## src/rtl/cnn_pkg.sv

```systemverilog
// Shared CNN-stage definitions: convolution FSM state encoding and accumulator sizing.
// Imported by every convolution-path module so the widths agree between stages.
package cnn_pkg;

    typedef enum logic [2:0] {
        ST_IDLE     = 3'd0,
        ST_WAIT_WIN = 3'd1,
        ST_MAC      = 3'd2,
        ST_FINISH   = 3'd3,
        ST_OUTPUT   = 3'd4,
        ST_RELEASE  = 3'd5
    } conv_state_t;

    // Full signed product width plus guard bits so n_terms products can never overflow.
    function automatic int acc_width(input int data_width, input int n_terms);
        return 2 * data_width + $clog2(n_terms) + 1;
    endfunction

endpackage

```

## src/rtl/conv_mac.sv

```systemverilog
// Signed multiply-accumulate with synchronous clear; product is registered before the add.
// Latency: a tap issued with en_i is in acc_o two edges later.
// Backpressure: none, issue is paced entirely by en_i.
module conv_mac
    import cnn_pkg::*;
#(
    parameter int DATA_WIDTH = 32,
    parameter int ACC_WIDTH  = acc_width(32, 9)
) (
    input  logic                         clock_i,
    input  logic                         reset_i,
    input  logic                         clr_i,
    input  logic                         en_i,
    input  logic signed [DATA_WIDTH-1:0] a_i,
    input  logic signed [DATA_WIDTH-1:0] b_i,
    output logic signed [ACC_WIDTH-1:0]  acc_o
);

    localparam int PROD_W = 2 * DATA_WIDTH;

    logic signed [PROD_W-1:0]    prod_q, prod_d;
    logic                        prod_vld_q, prod_vld_d;
    logic signed [ACC_WIDTH-1:0] acc_q, acc_d;

    always_comb begin
        prod_d     = prod_q;
        prod_vld_d = en_i;
        acc_d      = acc_q;
        if (en_i) begin
            prod_d = PROD_W'(a_i) * PROD_W'(b_i);
        end
        // Clear also drops any product still in flight from a previous run.
        if (clr_i) begin
            acc_d      = '0;
            prod_vld_d = 1'b0;
        end else if (prod_vld_q) begin
            acc_d = acc_q + ACC_WIDTH'(prod_q);
        end
    end

    always_ff @(posedge clock_i) begin
        if (reset_i) begin
            prod_q     <= '0;
            prod_vld_q <= 1'b0;
            acc_q      <= '0;
        end else begin
            prod_q     <= prod_d;
            prod_vld_q <= prod_vld_d;
            acc_q      <= acc_d;
        end
    end

    assign acc_o = acc_q;

endmodule

```

## src/rtl/conv_unit.sv

```systemverilog
// Convolves one captured window against the live kernel, adds bias, saturates and optionally ReLUs.
// Latency: result_valid_o rises N_CHANNELS*T_C+2 edges after the window transfer edge.
// Backpressure: result held until result_ready_i; no new window accepted while a result is pending.
module conv_unit
    import cnn_pkg::*;
#(
    parameter int DATA_WIDTH  = 32,
    parameter int FRAC_BITS   = 16,
    parameter int N_CHANNELS  = 1,
    parameter int KERNEL_SIZE = 3,
    parameter int N_WINDOWS   = 676,
    parameter int RELU        = 1
) (
    input  logic                                                              clock_i,
    input  logic                                                              reset_i,
    input  logic [N_CHANNELS-1:0][KERNEL_SIZE*KERNEL_SIZE-1:0][DATA_WIDTH-1:0] kernel_i,
    input  logic [N_CHANNELS-1:0]                                             kernel_valid_i,
    input  logic [DATA_WIDTH-1:0]                                             bias_i,
    output logic [N_CHANNELS-1:0]                                             hold_kernel_o,
    input  logic [N_CHANNELS-1:0][KERNEL_SIZE*KERNEL_SIZE-1:0][DATA_WIDTH-1:0] window_i,
    input  logic                                                              window_valid_i,
    output logic                                                              window_ready_o,
    output logic [DATA_WIDTH-1:0]                                             result_o,
    output logic                                                              result_valid_o,
    input  logic                                                              result_ready_i
);

    localparam int T_C    = KERNEL_SIZE * KERNEL_SIZE;
    localparam int N_TAPS = N_CHANNELS * T_C;
    localparam int ACC_W  = acc_width(DATA_WIDTH, N_TAPS);
    localparam int SUM_W  = ACC_W + 1;
    localparam int TAP_W  = $clog2(N_TAPS + 1);
    localparam int IDX_W  = (N_TAPS > 1) ? $clog2(N_TAPS) : 1;
    localparam int WIN_W  = (N_WINDOWS > 1) ? $clog2(N_WINDOWS) : 1;

    localparam logic [TAP_W-1:0]        TAP_END  = TAP_W'(N_TAPS);
    localparam logic [WIN_W-1:0]        WIN_LAST = WIN_W'(N_WINDOWS - 1);
    localparam logic signed [SUM_W-1:0] SAT_MAX  = {{(SUM_W-DATA_WIDTH+1){1'b0}}, {(DATA_WIDTH-1){1'b1}}};
    localparam logic signed [SUM_W-1:0] SAT_MIN  = {{(SUM_W-DATA_WIDTH+1){1'b1}}, {(DATA_WIDTH-1){1'b0}}};

    conv_state_t                      state_q, state_d;
    logic [TAP_W-1:0]                 tap_q, tap_d;
    logic [WIN_W-1:0]                 win_cnt_q, win_cnt_d;
    logic [N_TAPS-1:0][DATA_WIDTH-1:0] win_q, win_d;
    logic [DATA_WIDTH-1:0]            result_q, result_d;
    logic [N_CHANNELS-1:0]            hold_q, hold_d;

    logic [N_TAPS-1:0][DATA_WIDTH-1:0] kern_flat;
    logic [IDX_W-1:0]                 tap_idx;
    logic                             mac_clr, mac_en;
    logic signed [ACC_W-1:0]          acc;
    logic signed [SUM_W-1:0]          bias_sh, sum, scaled;
    logic [DATA_WIDTH-1:0]            sat_val, out_val;

    // Channel-major flattening: element c*T_C+t is channel c, tap t.
    assign kern_flat = kernel_i;
    assign tap_idx   = (tap_q < TAP_END) ? tap_q[IDX_W-1:0] : '0;

    conv_mac #(
        .DATA_WIDTH (DATA_WIDTH),
        .ACC_WIDTH  (ACC_W)
    ) u_mac (
        .clock_i (clock_i),
        .reset_i (reset_i),
        .clr_i   (mac_clr),
        .en_i    (mac_en),
        .a_i     (kern_flat[tap_idx]),
        .b_i     (win_q[tap_idx]),
        .acc_o   (acc)
    );

    always_comb begin
        bias_sh = SUM_W'($signed(bias_i)) <<< FRAC_BITS;
        sum     = SUM_W'(acc) + bias_sh;
        scaled  = sum >>> FRAC_BITS;
        if (scaled > SAT_MAX) begin
            sat_val = {1'b0, {(DATA_WIDTH-1){1'b1}}};
        end else if (scaled < SAT_MIN) begin
            sat_val = {1'b1, {(DATA_WIDTH-1){1'b0}}};
        end else begin
            sat_val = scaled[DATA_WIDTH-1:0];
        end
        out_val = ((RELU != 0) && sat_val[DATA_WIDTH-1]) ? '0 : sat_val;
    end

    always_comb begin
        state_d   = state_q;
        tap_d     = tap_q;
        win_cnt_d = win_cnt_q;
        win_d     = win_q;
        result_d  = result_q;
        mac_clr   = 1'b0;
        mac_en    = 1'b0;
        case (state_q)
            ST_IDLE: begin
                if (&kernel_valid_i) begin
                    state_d = ST_WAIT_WIN;
                end
            end
            ST_WAIT_WIN: begin
                if (window_valid_i) begin
                    win_d   = window_i;
                    mac_clr = 1'b1;
                    tap_d   = '0;
                    state_d = ST_MAC;
                end
            end
            ST_MAC: begin
                // One issue per tap, then one extra cycle to drain the product register.
                if (tap_q < TAP_END) begin
                    mac_en = 1'b1;
                    tap_d  = tap_q + TAP_W'(1);
                end else begin
                    tap_d   = '0;
                    state_d = ST_FINISH;
                end
            end
            ST_FINISH: begin
                result_d = out_val;
                state_d  = ST_OUTPUT;
            end
            ST_OUTPUT: begin
                if (result_ready_i) begin
                    if (win_cnt_q == WIN_LAST) begin
                        win_cnt_d = '0;
                        state_d   = ST_RELEASE;
                    end else begin
                        win_cnt_d = win_cnt_q + WIN_W'(1);
                        state_d   = ST_WAIT_WIN;
                    end
                end
            end
            ST_RELEASE: begin
                state_d = ST_IDLE;
            end
            default: begin
                state_d = ST_IDLE;
            end
        endcase
        hold_d = {N_CHANNELS{state_d != ST_RELEASE}};
    end

    always_ff @(posedge clock_i) begin
        if (reset_i) begin
            state_q   <= ST_IDLE;
            tap_q     <= '0;
            win_cnt_q <= '0;
            win_q     <= '0;
            result_q  <= '0;
            hold_q    <= '0;
        end else begin
            state_q   <= state_d;
            tap_q     <= tap_d;
            win_cnt_q <= win_cnt_d;
            win_q     <= win_d;
            result_q  <= result_d;
            hold_q    <= hold_d;
        end
    end

    assign hold_kernel_o  = hold_q;
    assign window_ready_o = (state_q == ST_WAIT_WIN);
    assign result_valid_o = (state_q == ST_OUTPUT);
    assign result_o       = result_q;

endmodule

```

## config.mk

```make
export PLATFORM = sky130hd
export DESIGN_NAME = conv_unit
export DESIGN_NICKNAME = d
export VERILOG_FILES = /design/src/rtl/cnn_pkg.sv /design/src/rtl/conv_mac.sv /design/src/rtl/conv_unit.sv
export SDC_FILE = /design/constraint.sdc
export NUM_CORES = 2
export LEC_CHECK = 0
export ABC_CLOCK_PERIOD_IN_PS = 28300
export BUFFER_PORTS_ARGS = -buffer_cell sky130_fd_sc_hd__buf_2
export CORE_MARGIN = 4
export CORE_UTILIZATION = 40
export DETAILED_ROUTE_END_ITERATION = 12
export PLACE_DENSITY = 0.56
export SETUP_SLACK_MARGIN = 0.5
export SLEW_MARGIN = 30
export SYNTH_ARGS = -nofsm -noshare
export SYNTH_HDL_FRONTEND = slang
export SYNTH_SLANG_ARGS = --single-unit
export TNS_END_PERCENT = 30
```

## constraint.sdc

```tcl
create_clock -name clock_i -period 28.3 [get_ports clock_i]
set_clock_uncertainty 0.15 [all_clocks]
set_input_delay 8.49 -clock clock_i [delete_from_list [all_inputs] [get_ports clock_i]]
set_output_delay 8.49 -clock clock_i [all_outputs]
set_load 0.01 [all_outputs]
```

; After elaboration in Yosys (flattened, before gate mapping)
; Cells that the tools add are included.
[totals]
reg_bits = 472
output_inout_bits = 35
[op_classes]
n_addsub = 4
n_eq_ne = 7
order_cmp = 4
n_mul = 1
n_mux = 22
n_reduce_logical = 6
[ops]
columns = operator, n
row1 = binary-select mux 32 bit (select 4 bit), 2
row2 = 2-to-1 mux 32 bit, 4
row3 = adder 69 x 48 -> 70 bit, 1
row4 = adder 69 x 64 -> 69 bit, 1
row5 = multiplier 32 x 32 -> 64 bit, 1
row6 = > comparator 54 x 32 -> 1 bit (second input constant), 1
row7 = less-than comparator 54 x 32 -> 1 bit (second input constant), 1
row8 = 2-to-1 mux 31 bit, 1
row9 = 2-to-1 mux 3 bit, 5
row10 = one-hot mux 3 bit (5 select lines), 1
row11 = 2-to-1 mux 4 bit, 3
row12 = adder 10 x 1 -> 10 bit (second input constant), 1
row13 = == test 10 bit (second input constant), 1
row14 = 2-to-1 mux 10 bit, 1
row15 = one-hot mux 4 bit (2 select lines), 1
row16 = == test 3 x 2 -> 1 bit (second input constant), 2
row17 = AND reduction 2 bit, 3
row18 = less-than comparator 4 x 5 -> 1 bit (second input constant), 1
row19 = adder 4 x 1 -> 4 bit (second input constant), 1
row20 = less-than comparator 4 bit (second input constant), 1
row21 = 2-to-1 mux 1 bit, 4
row22 = == test 3 x 1 -> 1 bit (second input constant), 1
row23 = == test 3 bit (second input constant), 1
row24 = logical NOT 3 bit, 1
row25 = other kinds (4), 4

; Logic depth before layout (Yosys ltp)
[depth]
depth_word = 5
depth_mapped = 45
depth_no_buf = 38

; Cells and area by module
; A second synthesis with hierarchy kept.
[unflattened]
hier_cells = 7697
area_unflattened_um2 = 64305.4
[by_module_without_submodules]
columns = mod, instances, cells_per_inst, area_per_inst_um2
row1 = conv_mac, 1, 4933, 44540.2
row2 = conv_unit, 1, 2764, 19765.2

; Worst setup path after synthesis
; No wires, ideal clock.
[synth_timing]
kind = input port to flip-flop
startpoint = input kernel_i[159] in the netlist's numbering
endpoint = register u_mac.prod_q[62]
path_slack_ns = 11.160
t_arrival_ns = 16.870
stages = 31
required_time_ns = 28.030
path_cell_list = mux4_2 nor2_1 a21oi_1 a22o_1 clkbuf_1 nand2_1 inv_1 fa_1 inv_1 fa_1 inv_1 fa_1 fa_1 inv_1 fa_1 inv_1 fa_1 fa_1 fa_1 ha_1 clkbuf_1 nand2_1 nor2_1 nand4_1 or3_1 o41ai_1 nor3_1 o31a_1 o21ai_0 nor4b_1 a211o_1
[synth_via]
elab_chain_len = 3
[synth_rtl]
columns = element, line
row1 = from (decl), conv_unit.sv:16  ; input logic [N_CHANNELS-1:0][KERNEL_SIZE*KERNEL_SIZE-1:0][DATA_WIDTH-1:0] kernel_i,
row2 = binary-select mux 32 bit (select 4 bit), conv_unit.sv:67  ; .a_i (kern_flat[tap_idx]),
row3 = 2-to-1 mux 32 bit (not written as such), conv_unit.sv:67
row4 = multiplier 32 x 32 -> 64 bit, conv_mac.sv:30  ; prod_d = PROD_W'(a_i) * PROD_W'(b_i);
row5 = to (signal assigned), conv_mac.sv:47  ; prod_q <= prod_d;
row6 = to (decl), conv_mac.sv:21  ; logic signed [PROD_W-1:0] prod_q, prod_d;
; No other way between the ends. The select of a mux whose other input is x is not followed.
; A chain may end at the register's enable or synchronous reset.

; Worst setup path in the final report
[layout_timing]
startpoint = input kernel_i[127] in the netlist's numbering
endpoint = register u_mac.prod_q[62]
; The elaborated chain is that of the path after synthesis.

==> results.txt <==
commonest non-fill, non-tap cell in the layout: nand2_1
VDD IR-drop max: 0.00006051 V
Clock power frac: 0.225
Layout Nets: 9974
H-tree depth: 2
cell row count: 145
final hold vios: 0
Num CTS Buffers: 55
Area growth syn-to-layout: 11.85%
Syn Inst Count: 7586
CTS max path bufs: 3
# setup viols final: 0
largest net degree at the start of global routing: 179
critical path data required time: 28.70 ns
worst-path fanout max: 25
wire per inst: 25.90 um
PostCTS Resize Cnt: 0
main area contributors after synthesis: fa_1 34%, dfxtp_1 15%, nand2_1 8.6%
vias in the first global route: 57686
grt ovf: 0
worst hold path class: reg2reg
fillers: 15751
Max Freq: 55.80 MHz
Comb pwr share: 0.567
asr flop ratio synth: 0
Tot GR Track Use: 0.3176
Slew @ Worst Pin: 1.074 ns
CTS Hold Bufs: 0
DR iter-0 viols: 4897
io pins: 648
placed insts: 9969
Clock Latency Late Sink: 0.67 ns
CTS tree: yes
multi-input combinational cell area: 48400 um^2
Static Leak: 0.03251 uW
most frequent cells in the layout: 1439 x nand2_1, 1084 x fa_1, 1035 x inv_1
vias: 56504
Via density: 5.587
critical path's most frequent cell: fa_1
Clk pin slew, worst setup/hold paths: 0.07 ns
DP HPWL: 208.2 mm
Slew headroom: 0.2842
antenna viol nets, final: 0
Hold Path Origin: win_q[133]
buffers added on ports: 646
syn_area_per_cell: 8.330 um^2
Setup crit start kind: primary input
global-route wire length before repair: 384.2 mm
core area: 156600 um^2
Residual DRC: 0
fin util: 0.4514
root buf cell: clkbuf_16
outcome: finished clean
Critical Setup Path Class: in2reg
synthesized flop and latch total: 471
Psw: 1558 uW
ys flop type: dfxtp_1
Setup Fix Bufs, Post-CTS: 0
area leader, netlist: fa_1
Power Density: 48.70 nW/um^2
Min Clock Period, post-route: 17.92 ns
Mapped Area: 63190 um^2
DRT Wirelength: 262.0 mm
Synth top area share: 0.3434
Non-Filler Instances: 10114
initial antenna violation count: 58
Die W: 405.5 um
Cells on Worst Hold Path: 2
Die Height: 405.5 um
Netlist cell types: 85
CP Data Arrival Time: 18.32 ns
Reg2Reg Depth: 35
ratio of cells with drive above 1 in the final layout: 0.1348
Int Pwr: 1883 uW
Initial Util: 0.4036
r2r setup slk: 15.20 ns
Worst Hold End: win_q[133]
worst r2r src: tap_q[0]
critical path capture point type: flip-flop
Hold WS: 0.3023 ns
Tcrit/Tclk final: 0.6332
max incr delay on CP: 1.17 ns
RSZ-0062 raised after global routing: false
clock sink count: 471
Seq/Total Area, Yosys: 0.1492
die area: 164400 um^2
drt pass-1 iters: 6
worst r2r dst: u_mac.prod_q[62]
Post-synth EDFFs: 0
Switching Share: 0.4528
sequential share of power: 0.208
Max Cap Viol: 0
sum of negative setup slack: 0 ns
Max Slew Vio Count: 0
routability cong.: 0.9687
synth warn: 0
Post-Syn Nets: 9591
Register Area: 9434 um^2
Crit-path slowest cell: fa_1
## routing by layer
metal	share of wire	vias up	wire length [um]	global-route usage
li1	-	24919	-	-
met1	0.39	28283	102400	0.4043
met2	0.44	2634	115200	0.4853
met3	0.096	630	25060	0.08223
met4	0.073	38	19130	0.1935
met5	0.00078	-	204	0
## cell usage after synthesis, types with 31 or more instances
cell	count
a211oi_1	45
a211oi_2	31
a21boi_0	34
a21o_1	107
a21oi_1	739
a22o_1	47
a22oi_1	43
a31oi_1	86
and2_1	47
buf_1	45
clkbuf_1	404
dfxtp_1	471
fa_1	1084
ha_1	308
inv_1	1035
mux2i_1	48
mux4_2	65
nand2_1	1442
nand2b_1	56
nand3_1	53
nand4_1	43
nor2_1	727
o21ai_0	124
xnor2_1	123
xor2_1	53
## worst max-delay path: cells and delay by family
kind                       cells  cell delay, ns
and+or+nand+nor                7            0.89
adders and majority gates      9            5.21
AOI/OAI and AO/OA              8            2.28
buffers and inverters          9            1.42
## registers in the layout (all words and copies together) (netlist names)
| register | count |
|---|---|
| win_q | 288 |
| u_mac.acc_o | 69 |
| u_mac.prod_q | 64 |
| result_o | 31 |
| win_cnt_q | 10 |
| tap_q | 4 |
| state_q | 3 |
| hold_kernel_o | 1 |
| u_mac.prod_vld_q | 1 |
## metrics by stage
stage | area, um^2 | setup WS (ns) | power (uW)
final | 70680 | 10.38 | 3442
after floorplan | 63190 | 11.16 | 2016
after detailed placement | 68560 | 9.477 | 2654
after global routing | 70610 | 9.902 | 3703
after CTS | 70510 | 10.17 | 3438
after global placement | 68500 | 9.548 | 2635
## power groups by stage
stage | Clock (uW) | Sequential (uW) | Combinational, uW
floorplan | 0 | 717 | 1300
global placement | 0 | 729 | 1910
detailed placement | 0 | 730 | 1920
CTS | 788 | 715 | 1930
global route | 811 | 717 | 2170
finish | 775 | 715 | 1950
## cell type report
cell class / instances / share of cell area
multi-input cells: 5620 / 0.6847
flip-flops and latches: 471 / 0.1335
repair buffers: 785 / 0.06127
inverters: 1036 / 0.05502
well taps: 2058 / 0.03643
clock buffers: 73 / 0.02213
clock inverters: 29 / 0.005505
diodes: 42 / 0.001487
## logic make-up after synthesis
group	Yosys count	share of synthesized area
AOI/OAI and AO/OA	1420	0.1382
buffers and inverters	1495	0.08969
and+or+nand+nor	2518	0.1633
xor gates and xnor gates	176	0.02439
other	1	0.00005934
adders and majority gates	1392	0.4044
DFF	471	0.1492
muxes	113	0.03077
## how the worst max path moves through the flow
stage	startpoint	end	depth (start not counted)
final	kernel_i[127]	u_mac.prod_q[62]	33
after global routing	kernel_i[31]	u_mac.prod_q[62]	32
after CTS	kernel_i[9]	u_mac.prod_q[61]	32
after detailed placement	kernel_i[9]	u_mac.prod_q[61]	30
after global placement	kernel_i[9]	u_mac.prod_q[62]	31
after floorplan	kernel_i[159]	u_mac.prod_q[62]	31
Power figures use the tool's default switching activity.
